File: src/rtl/dda_pkg.sv
// Shared constants and types for the DDA state-frame UART transmitter.
// FRAME_CHECKSUM_EN selects an 8-byte frame with a trailing XOR checksum;
// without it frames are 7 bytes and no checksum logic exists.
package dda_pkg;

   // First byte of every frame, used by the receiver to find frame boundaries.
   localparam logic [7:0] SYNC_BYTE = 8'hA5;

`ifdef FRAME_CHECKSUM_EN
   localparam int FRAME_BYTES = 8;
`else
   localparam int FRAME_BYTES = 7;
`endif

   // Index of the final byte of a frame.
   localparam logic [2:0] LAST_BYTE = 3'(FRAME_BYTES - 1);

   // Serial line state: one START/DATA/STOP pass per byte, IDLE between frames.
   typedef enum logic [1:0] {
      IDLE  = 2'd0,
      START = 2'd1,
      DATA  = 2'd2,
      STOP  = 2'd3
   } tx_state_t;

endpackage

File: src/rtl/uart_tx_core.sv
// 8N1 byte serialiser. A byte is loaded when start is high in IDLE or in the
// final cycle of a stop bit; done pulses in that final stop-bit cycle so the
// caller can chain the next byte with no idle gap.
//
// Handshake: start/data are sampled only in IDLE or while done is high; a byte
// presented at any other time is ignored. done is a single-cycle pulse.
module uart_tx_core
   import dda_pkg::*;
#(
   parameter int BIT_CYC = 1250
) (
   input  logic       clk,
   input  logic       rst,
   input  logic       start,
   input  logic [7:0] data,
   output logic       tx,
   output logic       done
);

   localparam int            CW       = (BIT_CYC > 1) ? $clog2(BIT_CYC) : 1;
   localparam logic [CW-1:0] CNT_LAST = CW'(BIT_CYC - 1);

   tx_state_t     state_q, state_d;
   logic [CW-1:0] cnt_q, cnt_d;
   logic [2:0]    bit_q, bit_d;
   logic [7:0]    shift_q, shift_d;
   logic          tx_q, tx_d;
   logic          bit_end;

   // Last cycle of the current bit period.
   assign bit_end = (cnt_q == CNT_LAST);
   assign tx      = tx_q;

   // State, timing and line registers; reset drives the line idle-high.
   always_ff @(posedge clk) begin
      if (rst) begin
         state_q <= IDLE;
         cnt_q   <= '0;
         bit_q   <= '0;
         shift_q <= '0;
         tx_q    <= 1'b1;
      end else begin
         state_q <= state_d;
         cnt_q   <= cnt_d;
         bit_q   <= bit_d;
         shift_q <= shift_d;
         tx_q    <= tx_d;
      end
   end

   // Next-state logic: the line value for the next bit is registered on the
   // boundary so tx changes exactly one cycle after the decision.
   always_comb begin
      state_d = state_q;
      cnt_d   = cnt_q + 1'b1;
      bit_d   = bit_q;
      shift_d = shift_q;
      tx_d    = tx_q;
      done    = 1'b0;
      case (state_q)
         IDLE: begin
            cnt_d = '0;
            if (start) begin
               state_d = START;
               tx_d    = 1'b0;
               shift_d = data;
            end
         end
         START: begin
            if (bit_end) begin
               state_d = DATA;
               cnt_d   = '0;
               bit_d   = '0;
               tx_d    = shift_q[0];
               shift_d = {1'b0, shift_q[7:1]};
            end
         end
         DATA: begin
            if (bit_end) begin
               cnt_d = '0;
               if (bit_q == 3'd7) begin
                  state_d = STOP;
                  tx_d    = 1'b1;
               end else begin
                  bit_d   = bit_q + 3'd1;
                  tx_d    = shift_q[0];
                  shift_d = {1'b0, shift_q[7:1]};
               end
            end
         end
         STOP: begin
            if (bit_end) begin
               done  = 1'b1;
               cnt_d = '0;
               if (start) begin
                  state_d = START;
                  tx_d    = 1'b0;
                  shift_d = data;
               end else begin
                  state_d = IDLE;
               end
            end
         end
         default: begin
            state_d = IDLE;
            tx_d    = 1'b1;
         end
      endcase
   end

endmodule

File: src/rtl/dda_frame_tx.sv
// Decimating telemetry framer for DDA state words. Every DECIM-th integration
// step captures x/y/z into a snapshot and sends it over UART as
// A5, xh, xl, yh, yl, zh, zl [, checksum]. Captures that arrive while a frame
// is in flight are counted in drops (saturating), except one landing in the
// final stop-bit cycle, which starts the next frame back-to-back.
// Optional feature macro: FRAME_CHECKSUM_EN (adds XOR checksum byte).
module dda_frame_tx
   import dda_pkg::*;
#(
   parameter int N         = 16,
   parameter int CLK_FREQ  = 12000000,
   parameter int BAUD_RATE = 9600,
   parameter int DECIM     = 64
) (
   input  logic         clk,
   input  logic         rst,
   input  logic         en,
   input  logic [N-1:0] x,
   input  logic [N-1:0] y,
   input  logic [N-1:0] z,
   output logic         tx,
   output logic         busy,
   output logic [7:0]   drops
);

   localparam int            BIT_CYC  = CLK_FREQ / BAUD_RATE;
   localparam int            DW       = (DECIM > 1) ? $clog2(DECIM) : 1;
   localparam logic [DW-1:0] DEC_LAST = DW'(DECIM - 1);

   logic [DW-1:0] dec_cnt_q, dec_cnt_d;
   logic [N-1:0]  snap_x_q, snap_x_d;
   logic [N-1:0]  snap_y_q, snap_y_d;
   logic [N-1:0]  snap_z_q, snap_z_d;
   logic [2:0]    byte_idx_q, byte_idx_d;
   logic          busy_q, busy_d;
   logic [7:0]    drops_q, drops_d;

   logic       cap_req;
   logic       frame_end;
   logic       next_byte;
   logic       accept;
   logic       core_start;
   logic [7:0] core_data;
   logic       core_tx;
   logic       core_done;
   logic [2:0] next_idx;
   logic [7:0] byte_sel;

`ifdef FRAME_CHECKSUM_EN
   logic [7:0] csum;
   // Checksum covers the six payload bytes of the held snapshot.
   assign csum = snap_x_q[N-1:N-8] ^ snap_x_q[7:0] ^
                 snap_y_q[N-1:N-8] ^ snap_y_q[7:0] ^
                 snap_z_q[N-1:N-8] ^ snap_z_q[7:0];
`endif

   // A step that wraps the decimation counter requests a capture.
   assign cap_req   = en && (dec_cnt_q == DEC_LAST);
   // done in the last byte marks the final stop-bit cycle of the frame.
   assign frame_end = core_done && (byte_idx_q == LAST_BYTE);
   assign next_byte = core_done && !frame_end;
   // Accept when idle, or exactly at frame end for back-to-back frames.
   assign accept    = cap_req && (!busy_q || frame_end);
   assign next_idx  = byte_idx_q + 3'd1;

   assign core_start = accept || next_byte;
   assign core_data  = accept ? SYNC_BYTE : byte_sel;

   assign tx    = core_tx;
   assign busy  = busy_q;
   assign drops = drops_q;

   // Select the payload byte that follows the one currently on the line.
   always_comb begin
      byte_sel = SYNC_BYTE;
      case (next_idx)
         3'd1:    byte_sel = snap_x_q[N-1:N-8];
         3'd2:    byte_sel = snap_x_q[7:0];
         3'd3:    byte_sel = snap_y_q[N-1:N-8];
         3'd4:    byte_sel = snap_y_q[7:0];
         3'd5:    byte_sel = snap_z_q[N-1:N-8];
         3'd6:    byte_sel = snap_z_q[7:0];
`ifdef FRAME_CHECKSUM_EN
         3'd7:    byte_sel = csum;
`endif
         default: byte_sel = SYNC_BYTE;
      endcase
   end

   // Decimation, snapshot capture, byte sequencing and drop accounting.
   always_comb begin
      dec_cnt_d  = dec_cnt_q;
      snap_x_d   = snap_x_q;
      snap_y_d   = snap_y_q;
      snap_z_d   = snap_z_q;
      byte_idx_d = byte_idx_q;
      busy_d     = busy_q;
      drops_d    = drops_q;

      if (en) begin
         dec_cnt_d = (dec_cnt_q == DEC_LAST) ? '0 : dec_cnt_q + 1'b1;
      end

      if (accept) begin
         snap_x_d   = x;
         snap_y_d   = y;
         snap_z_d   = z;
         byte_idx_d = '0;
         busy_d     = 1'b1;
      end else if (frame_end) begin
         busy_d = 1'b0;
      end else if (next_byte) begin
         byte_idx_d = next_idx;
      end

      if (cap_req && !accept && (drops_q != 8'hFF)) begin
         drops_d = drops_q + 8'd1;
      end
   end

   // Registers; reset aborts any frame in flight.
   always_ff @(posedge clk) begin
      if (rst) begin
         dec_cnt_q  <= '0;
         snap_x_q   <= '0;
         snap_y_q   <= '0;
         snap_z_q   <= '0;
         byte_idx_q <= '0;
         busy_q     <= 1'b0;
         drops_q    <= '0;
      end else begin
         dec_cnt_q  <= dec_cnt_d;
         snap_x_q   <= snap_x_d;
         snap_y_q   <= snap_y_d;
         snap_z_q   <= snap_z_d;
         byte_idx_q <= byte_idx_d;
         busy_q     <= busy_d;
         drops_q    <= drops_d;
      end
   end

   uart_tx_core #(
      .BIT_CYC (BIT_CYC)
   ) u_core (
      .clk   (clk),
      .rst   (rst),
      .start (core_start),
      .data  (core_data),
      .tx    (core_tx),
      .done  (core_done)
   );

endmodule

File: config.mk
export PLATFORM = sky130hd
export DESIGN_NAME = dda_frame_tx
export DESIGN_NICKNAME = d
export VERILOG_FILES = /design/src/rtl/dda_pkg.sv /design/src/rtl/uart_tx_core.sv /design/src/rtl/dda_frame_tx.sv
export SDC_FILE = /design/constraint.sdc
export NUM_CORES = 1
export LEC_CHECK = 0
export ABC_AREA = 1
export CORE_AREA = 2 2 103 105
export DETAILED_ROUTE_END_ITERATION = 10
export DIE_AREA = 0 0 105 107
export PLACE_DENSITY = 0.73
export SYNTH_ARGS = -nofsm -noshare
export SYNTH_HDL_FRONTEND = slang
export SYNTH_HIERARCHICAL = 1
export SYNTH_SLANG_ARGS = --single-unit
File: constraint.sdc
create_clock -name clk -period 2.4 [get_ports clk]
set_input_delay 0.24 -clock clk [delete_from_list [all_inputs] [get_ports clk]]
set_output_delay 0.24 -clock clk [all_outputs]
set_load 0.02 [all_outputs]
-- After elaboration in Yosys (flattened, before gate mapping)
Index checks and enable logic that the tools add are counted.
- multiply operators: 0
- shift-type cells: 0
- magnitude comparators: 0
- reductions and logical operators: 21
- multiplexer cells: 32
- add/subtract/negate cells: 5
- equal/unequal tests: 20
- bitwise gates (word level): 1
- divide/modulo/power cells: 0
- operators by type and width (cell ; count):
    $mux W8 ; 6
    $pmux W8 S6 ; 1
    $pmux W8 S4 ; 1
    $pmux W11 S2 ; 1
    $eq A3 B3 Y1 const B ; 5
    $add A11 B1 Y11 const B ; 1
    $eq A11 B11 Y1 const B ; 1
    $mux W11 ; 1
    $mux W1 ; 10
    $mux W2 ; 5
    $mux W3 ; 3
    $add A8 B1 Y8 const B ; 1
    $ne A2 B1 Y1 const B ; 4
    $ne A8 B8 Y1 const B ; 1
    $pmux W2 S4 ; 1
    $reduce_and A4 Y1 ; 2
    $add A3 B1 Y3 const B ; 2
    $add A6 B1 Y6 const B ; 1
    $eq A3 B2 Y1 const B ; 2
    $eq A6 B6 Y1 const B ; 1
    $logic_and A1 B1 Y1 ; 6
    $mux W6 ; 1
    $pmux W3 S2 ; 1
    $reduce_and A5 Y1 ; 1
    14 further kinds ; 20
- ROM bits: 0
- word-level logic and storage cells: 91
- memories kept: 0
- latch bits: 0
- RAM bits: 0
- register bits: 91

-- Longest topological paths before layout
- word-level depth: 10
- depth in mapped cells: 16
- depth with buffers taken out: 14

-- Modules after synthesis
Netlist, hierarchy kept.
- by module, submodules not included (module ; sequential area each (um^2) ; cells an instance ; times used ; area an instance (um^2)):
    dda_frame_tx ; 1321.3 ; 431 ; 1 ; 3019.1
    uart_tx_core ; 500.5 ; 198 ; 1 ; 1395.1

-- Worst setup path before layout
OpenSTA, ideal clock, no wires.
- path kind: register to register
- start: register u_core.cnt_q[0]
- end: register u_core.shift_q[6]
- arrival time: 2.234 ns
- clock period less this slack: 2.349 ns
- cell stages (with the launch flop): 16
- setup slack: 0.051 ns
- required time: 2.285 ns
- cells stage by stage: dfxtp_1 > ha_1 > nand3_1 > nor3_1 > nand3_1 > nand2_1 > nand2_2 > buf_6 > buf_6 > nand2_1 > nor2_1 > nor2_2 > buf_4 > nand3_1 > nand2_1 > nor2_1
- longest elaborated chain between the ends: 10
- elaborated cells between the ends (all ways): 17
- RTL lines (what ; line ; RTL):
    start: declaration ; uart_tx_core.sv:24 ; logic [CW-1:0] cnt_q, cnt_d;
    start signal: assignment ; uart_tx_core.sv:44 ; cnt_q <= cnt_d;
    $eq A11 B11 Y1 * ; uart_tx_core.sv:31 ; assign bit_end = (cnt_q == CNT_LAST);
    $mux W1 * ; uart_tx_core.sv:92 ; if (bit_end) begin
    $mux W1 * ; uart_tx_core.sv:60 ; case (state_q)
    net core_done ; dda_frame_tx.sv:45 ; logic core_done;
    $logic_and A1 B1 Y1 ; dda_frame_tx.sv:60 ; assign frame_end = core_done && (byte_idx_q == LAST_BYTE);
    $logic_or A1 B1 Y1 or $logic_not A1 Y1 (tied branches) ; dda_frame_tx.sv:63, dda_frame_tx.sv:61 ;
    $logic_and A1 B1 Y1 (on tied branches) ; dda_frame_tx.sv:63, dda_frame_tx.sv:61 ;
    $logic_or A1 B1 Y1 * ; dda_frame_tx.sv:66 ; assign core_start = accept || next_byte;
    net core_start ; dda_frame_tx.sv:42 ; logic core_start;
    $mux W8 * ; uart_tx_core.sv:63, uart_tx_core.sv:95 ;
    $mux W8 ; uart_tx_core.sv:92 ;
    $pmux W8 S4 * ; uart_tx_core.sv:60 ;
    end signal: assignment ; uart_tx_core.sv:46 ; shift_q <= shift_d;
    end: declaration ; uart_tx_core.sv:26 ; logic [7:0] shift_q, shift_d;
The timed path passes the listed nets; every way through them passes the cells marked *. The select of a mux whose other input is x is not followed.
A chain may end at the register's enable or synchronous reset.

-- Worst setup path after layout
- start: register u_core.cnt_q[1]
- end: register u_core.shift_q[5]
- longest elaborated chain between the ends: 10
- elaborated cells between the ends (all ways): 17
- RTL lines (what ; line ; RTL):
    $eq A11 B11 Y1 * ; uart_tx_core.sv:31 ;
    $mux W1 * ; uart_tx_core.sv:92 ;
    $mux W1 * ; uart_tx_core.sv:60 ;
    net core_done ; dda_frame_tx.sv:45 ;
    $logic_and A1 B1 Y1 * ; dda_frame_tx.sv:60 ;
    $logic_or A1 B1 Y1 * ; dda_frame_tx.sv:63 ; assign accept = cap_req && (!busy_q || frame_end);
    $logic_and A1 B1 Y1 * ; dda_frame_tx.sv:63 ;
    $mux W8 * ; dda_frame_tx.sv:67 ; assign core_data = accept ? SYNC_BYTE : byte_sel;
    net core_data[5] ; dda_frame_tx.sv:43 ; logic [7:0] core_data;
    $mux W8 * ; uart_tx_core.sv:63, uart_tx_core.sv:95 ;
    $mux W8 ; uart_tx_core.sv:92 ;
    $pmux W8 S4 * ; uart_tx_core.sv:60 ;
Marks and branches as above.

==> metrics.log <==
INFO  metric run_status = finished clean
INFO  metric hpwl = 7487 um
INFO  metric setup_violations = 0
INFO  metric cts_setup_buffers = 0
INFO  metric post_synth_main_area_contributors = sky130_fd_sc_hd__dfxtp_1 (41%), sky130_fd_sc_hd__nor2_1 (13%), sky130_fd_sc_hd__nand2_1 (11%), sky130_fd_sc_hd__a21oi_1 (4.6%), sky130_fd_sc_hd__ha_1 (4.5%)
INFO  metric synthDominantCellAreaShare = 41.27%
INFO  metric finalWorstPathRequiredPeriod = 2.217 ns
INFO  metric synth-seq-area-share = 41.27%
INFO  metric synth_enable_flop_cells = 0
INFO  metric yosys.cell_types.count = 32
INFO  metric period_share = 92.37%
INFO  metric power_density_relative_to_cell_area = 608.2 mW/mm^2
INFO  metric antenna_cells = 0
INFO  metric synthArstFlopShare = 0%
INFO  metric critical_path.max_fanout = 54
INFO  metric synth_fp_nets = 696
INFO  metric vias = 4110
INFO  metric floorplan.core_area = 0.01009 mm^2
INFO  metric summed_instance_area_of_the_synthesized_netlist = 0.004414 mm^2
INFO  metric cts_hold_buf = 0
INFO  metric antenna_found_initial = 0
INFO  metric routabilityCongestion = 0.8241
INFO  metric achievable-frequency = 451.1 MHz
INFO  metric worstMarginPinSlew = 0.5534 ns
INFO  metric synthFlopType = sky130_fd_sc_hd__dfxtp_1
INFO  metric detail-route-antenna-nets = 0
INFO  metric worst_ep_arrival_time = 2.48 ns
INFO  metric grt_pass1_vias = 3927
INFO  metric hold_viol = 0
INFO  metric grt_remaining_overflow = 0
INFO  metric initial_core_util = 43.74%
INFO  metric final.fill_count = 1038
INFO  metric max-vdd-ir-drop = 297.3 uV
INFO  metric critPathLaunchType = register
INFO  metric final-max-slew-violation-count = 0
INFO  metric static-leakage-power = 2.119 nW
INFO  metric finalPower = 3.224 mW
INFO  metric post-route-drc-count = 0
INFO  metric max-clock-path-buffers = 2
INFO  metric cts_tree = built
INFO  metric h-tree-depth = 3
INFO  metric total_number_of_yosys_warnings = 6
INFO  metric cp.required = 2.67 ns
INFO  metric finish.net_count = 755
INFO  metric timing.max_cap.violations = 0
INFO  metric dieWidth = 105 um
INFO  metric synth.largest_area_cell = sky130_fd_sc_hd__dfxtp_1
INFO  metric final.setup_skew = 0.02070 ns
INFO  metric worst_hold_slack = 0.4528 ns
INFO  metric cts_buffers = 9
INFO  metric drt_initial_violations = 185
INFO  metric crit_type = reg2reg
INFO  metric synth_seq_cells = 91
INFO  metric cts-root-buf = sky130_fd_sc_hd__clkbuf_8
INFO  metric grt_start_max_net_pins = 55
INFO  metric setup_repair_after_global_routing_missed_its_margin = no
INFO  metric clock_sinks = 91
INFO  metric dieArea = 0.01124 mm^2
INFO  metric first_pass_grt_wire_length = 17380 um
INFO  metric drive_gt1_share = 6.205%
INFO  metric ios = 61
INFO  metric postSynthAreaPerCell = 7.018 um^2
INFO  metric drt-pass1-iter-count = 5
INFO  metric syn_to_final_growth = 20.10%
INFO  metric postSynthCellCount = 629
INFO  metric grt_util_all_layers = 18.80%
INFO  metric clock_latency = 0.38 ns
INFO  metric relSlewSlack = 63.07%
INFO  metric hold_path_class = in2reg
INFO  metric chipHeight = 107 um
INFO  metric buffer_ports.inserted = 60
INFO  metric rows = 37
INFO  metric tns = 0 ns
INFO  metric wl = 10010 um
INFO  metric avgViaCountPerCell = 4.958
INFO  metric clkTransAtPathRegs = 0.12 ns
INFO  metric worstSetupEndpointType = register
INFO  metric wl_per_cell = 12.08 um
[cell usage after synthesis, drive strengths merged (4+ instances only)]
library cell,count
a21oi,41
buf,15
clkbuf,8
dfxtp,91
ha,16
inv,50
mux2i,7
nand2,127
nand3,40
nand4,4
nor2,152
nor3,6
o21ai,57
xor2,4
[per-stage QoR]
| stage | setup WS [ns] | util (%) | cell area (um^2) | std cells |
|---|---|---|---|---|
| 3_5_place_dp | 0.1834 | 50.51 | 5097 | 813 |
| 3_3_place_gp | 0.3103 | 50.51 | 5097 | 813 |
| 5_1_grt | 0.007657 | 52.53 | 5301 | 829 |
| 2_1_floorplan | 0.05112 | - | 4414 | 629 |
| 4_1_cts | 0.1739 | 52.48 | 5296 | 829 |
| 6_report | 0.1831 | 52.53 | 5301 | 829 |
[where the power goes]
group	internal (mW)	switching, mW
logic	0.256	0.323
registers	1.56	0.0410
clock network	0.414	0.627
total	2.23	0.991
[logic make-up after synthesis]
family | synth area share [%]
adder cells (fa/ha/maj) | 4.535
buffers and inverters | 8.390
AND/OR/NAND/NOR | 31.32
XOR/XNOR | 0.9920
AO/OA/AOI/OAI | 11.91
multiplexers | 1.587
flip-flops | 41.27
[final timing paths]
path	from	endpoint	slack, ns	depth (start not counted)
setup / recovery	u_core/cnt_q[1]$_SDFF_PP0_	u_core/shift_q[5]$_SDFFE_PP0P_	0.18	13
hold / removal	x[15]	snap_x_q[15]$_SDFFE_PP0P_	0.45	3
setup reg to reg	u_core/cnt_q[1]$_SDFF_PP0_	u_core/shift_q[5]$_SDFFE_PP0P_	0.18	13
hold reg to reg	snap_y_q[13]$_SDFFE_PP0P_	snap_y_q[13]$_SDFFE_PP0P_	0.46	2
[final cells by class]
type                       count  area (um^2)  area share [%]
multi-input combinational    465         2227           42.01
sequential                    91         1822           34.36
inverter                      50        187.7           3.540
clock buffer                   9        123.9           2.337
clock inverter                 7        75.07           1.416
tap                          136        170.2           3.210
timing repair buffer          71        695.7           13.12
[flip-flops by register name, indices dropped and copies added, names as in the netlist]
signal	cells
u_core/shift_q	8
drops	8
busy	1
u_core/bit_q	3
snap_x_q	16
u_core/state_q	2
byte_idx_q	3
dec_cnt_q	6
u_core/tx	1
u_core/cnt_q	11
snap_y_q	16
snap_z_q	16
[critical path, cell delays in order (launching register included)]
cell and delay, ns:
sky130_fd_sc_hd__dfxtp_1 0.39, sky130_fd_sc_hd__inv_1 0.06, sky130_fd_sc_hd__ha_1 0.19, sky130_fd_sc_hd__nand3_1 0.13, sky130_fd_sc_hd__nor3_2 0.07, sky130_fd_sc_hd__nand3_1 0.08
sky130_fd_sc_hd__nand2_1 0.11, sky130_fd_sc_hd__nand2_2 0.14, sky130_fd_sc_hd__buf_4 0.44, sky130_fd_sc_hd__nand4_1 0.15, sky130_fd_sc_hd__mux2i_1 0.15, sky130_fd_sc_hd__nand3_1 0.09
sky130_fd_sc_hd__nand2_1 0.07, sky130_fd_sc_hd__nor2_1 0.04
[per-layer routing]
metal / up-vias / track usage [%] / share of wire (%) / routed length (um)
met3: 16 / 3.283 / 4.3 / 429
met4: 0 / 7.810 / 1.7 / 170
li1: 2138 / - / - / -
met2: 81 / 32.05 / 48 / 4769
met5: - / 0 / 0 / 0
met1: 1875 / 23.50 / 46 / 4642
[timing repair]
| action | in CTS | in global routing |
|---|---|---|
| endpoints found under the hold margin | 0 | 0 |
| setup endpoints to repair | 0 | 8 |
| gates resized for setup | 0 | 1 |
[cells in the final DEF (no fill, tap or decap), types with 2 or more instances in the layout]
cell	count
sky130_fd_sc_hd__a21oi_1	41
sky130_fd_sc_hd__buf_4	10
sky130_fd_sc_hd__clkbuf_8	9
sky130_fd_sc_hd__clkdlybuf4s50_1	60
sky130_fd_sc_hd__dfxtp_1	91
sky130_fd_sc_hd__ha_1	16
sky130_fd_sc_hd__inv_1	48
sky130_fd_sc_hd__inv_2	2
sky130_fd_sc_hd__inv_6	2
sky130_fd_sc_hd__inv_8	3
sky130_fd_sc_hd__mux2i_1	7
sky130_fd_sc_hd__nand2_1	124
sky130_fd_sc_hd__nand2_2	2
sky130_fd_sc_hd__nand3_1	38
sky130_fd_sc_hd__nand3_2	2
sky130_fd_sc_hd__nand3b_1	2
sky130_fd_sc_hd__nand4_1	4
sky130_fd_sc_hd__nor2_1	148
sky130_fd_sc_hd__nor2_2	3
sky130_fd_sc_hd__nor3_1	5
sky130_fd_sc_hd__nor3b_1	2
sky130_fd_sc_hd__o21ai_0	25
sky130_fd_sc_hd__o21ai_1	30
sky130_fd_sc_hd__o21ai_2	2
sky130_fd_sc_hd__or2_2	2
sky130_fd_sc_hd__xor2_1	4
Power figures use the tool's default switching activity.
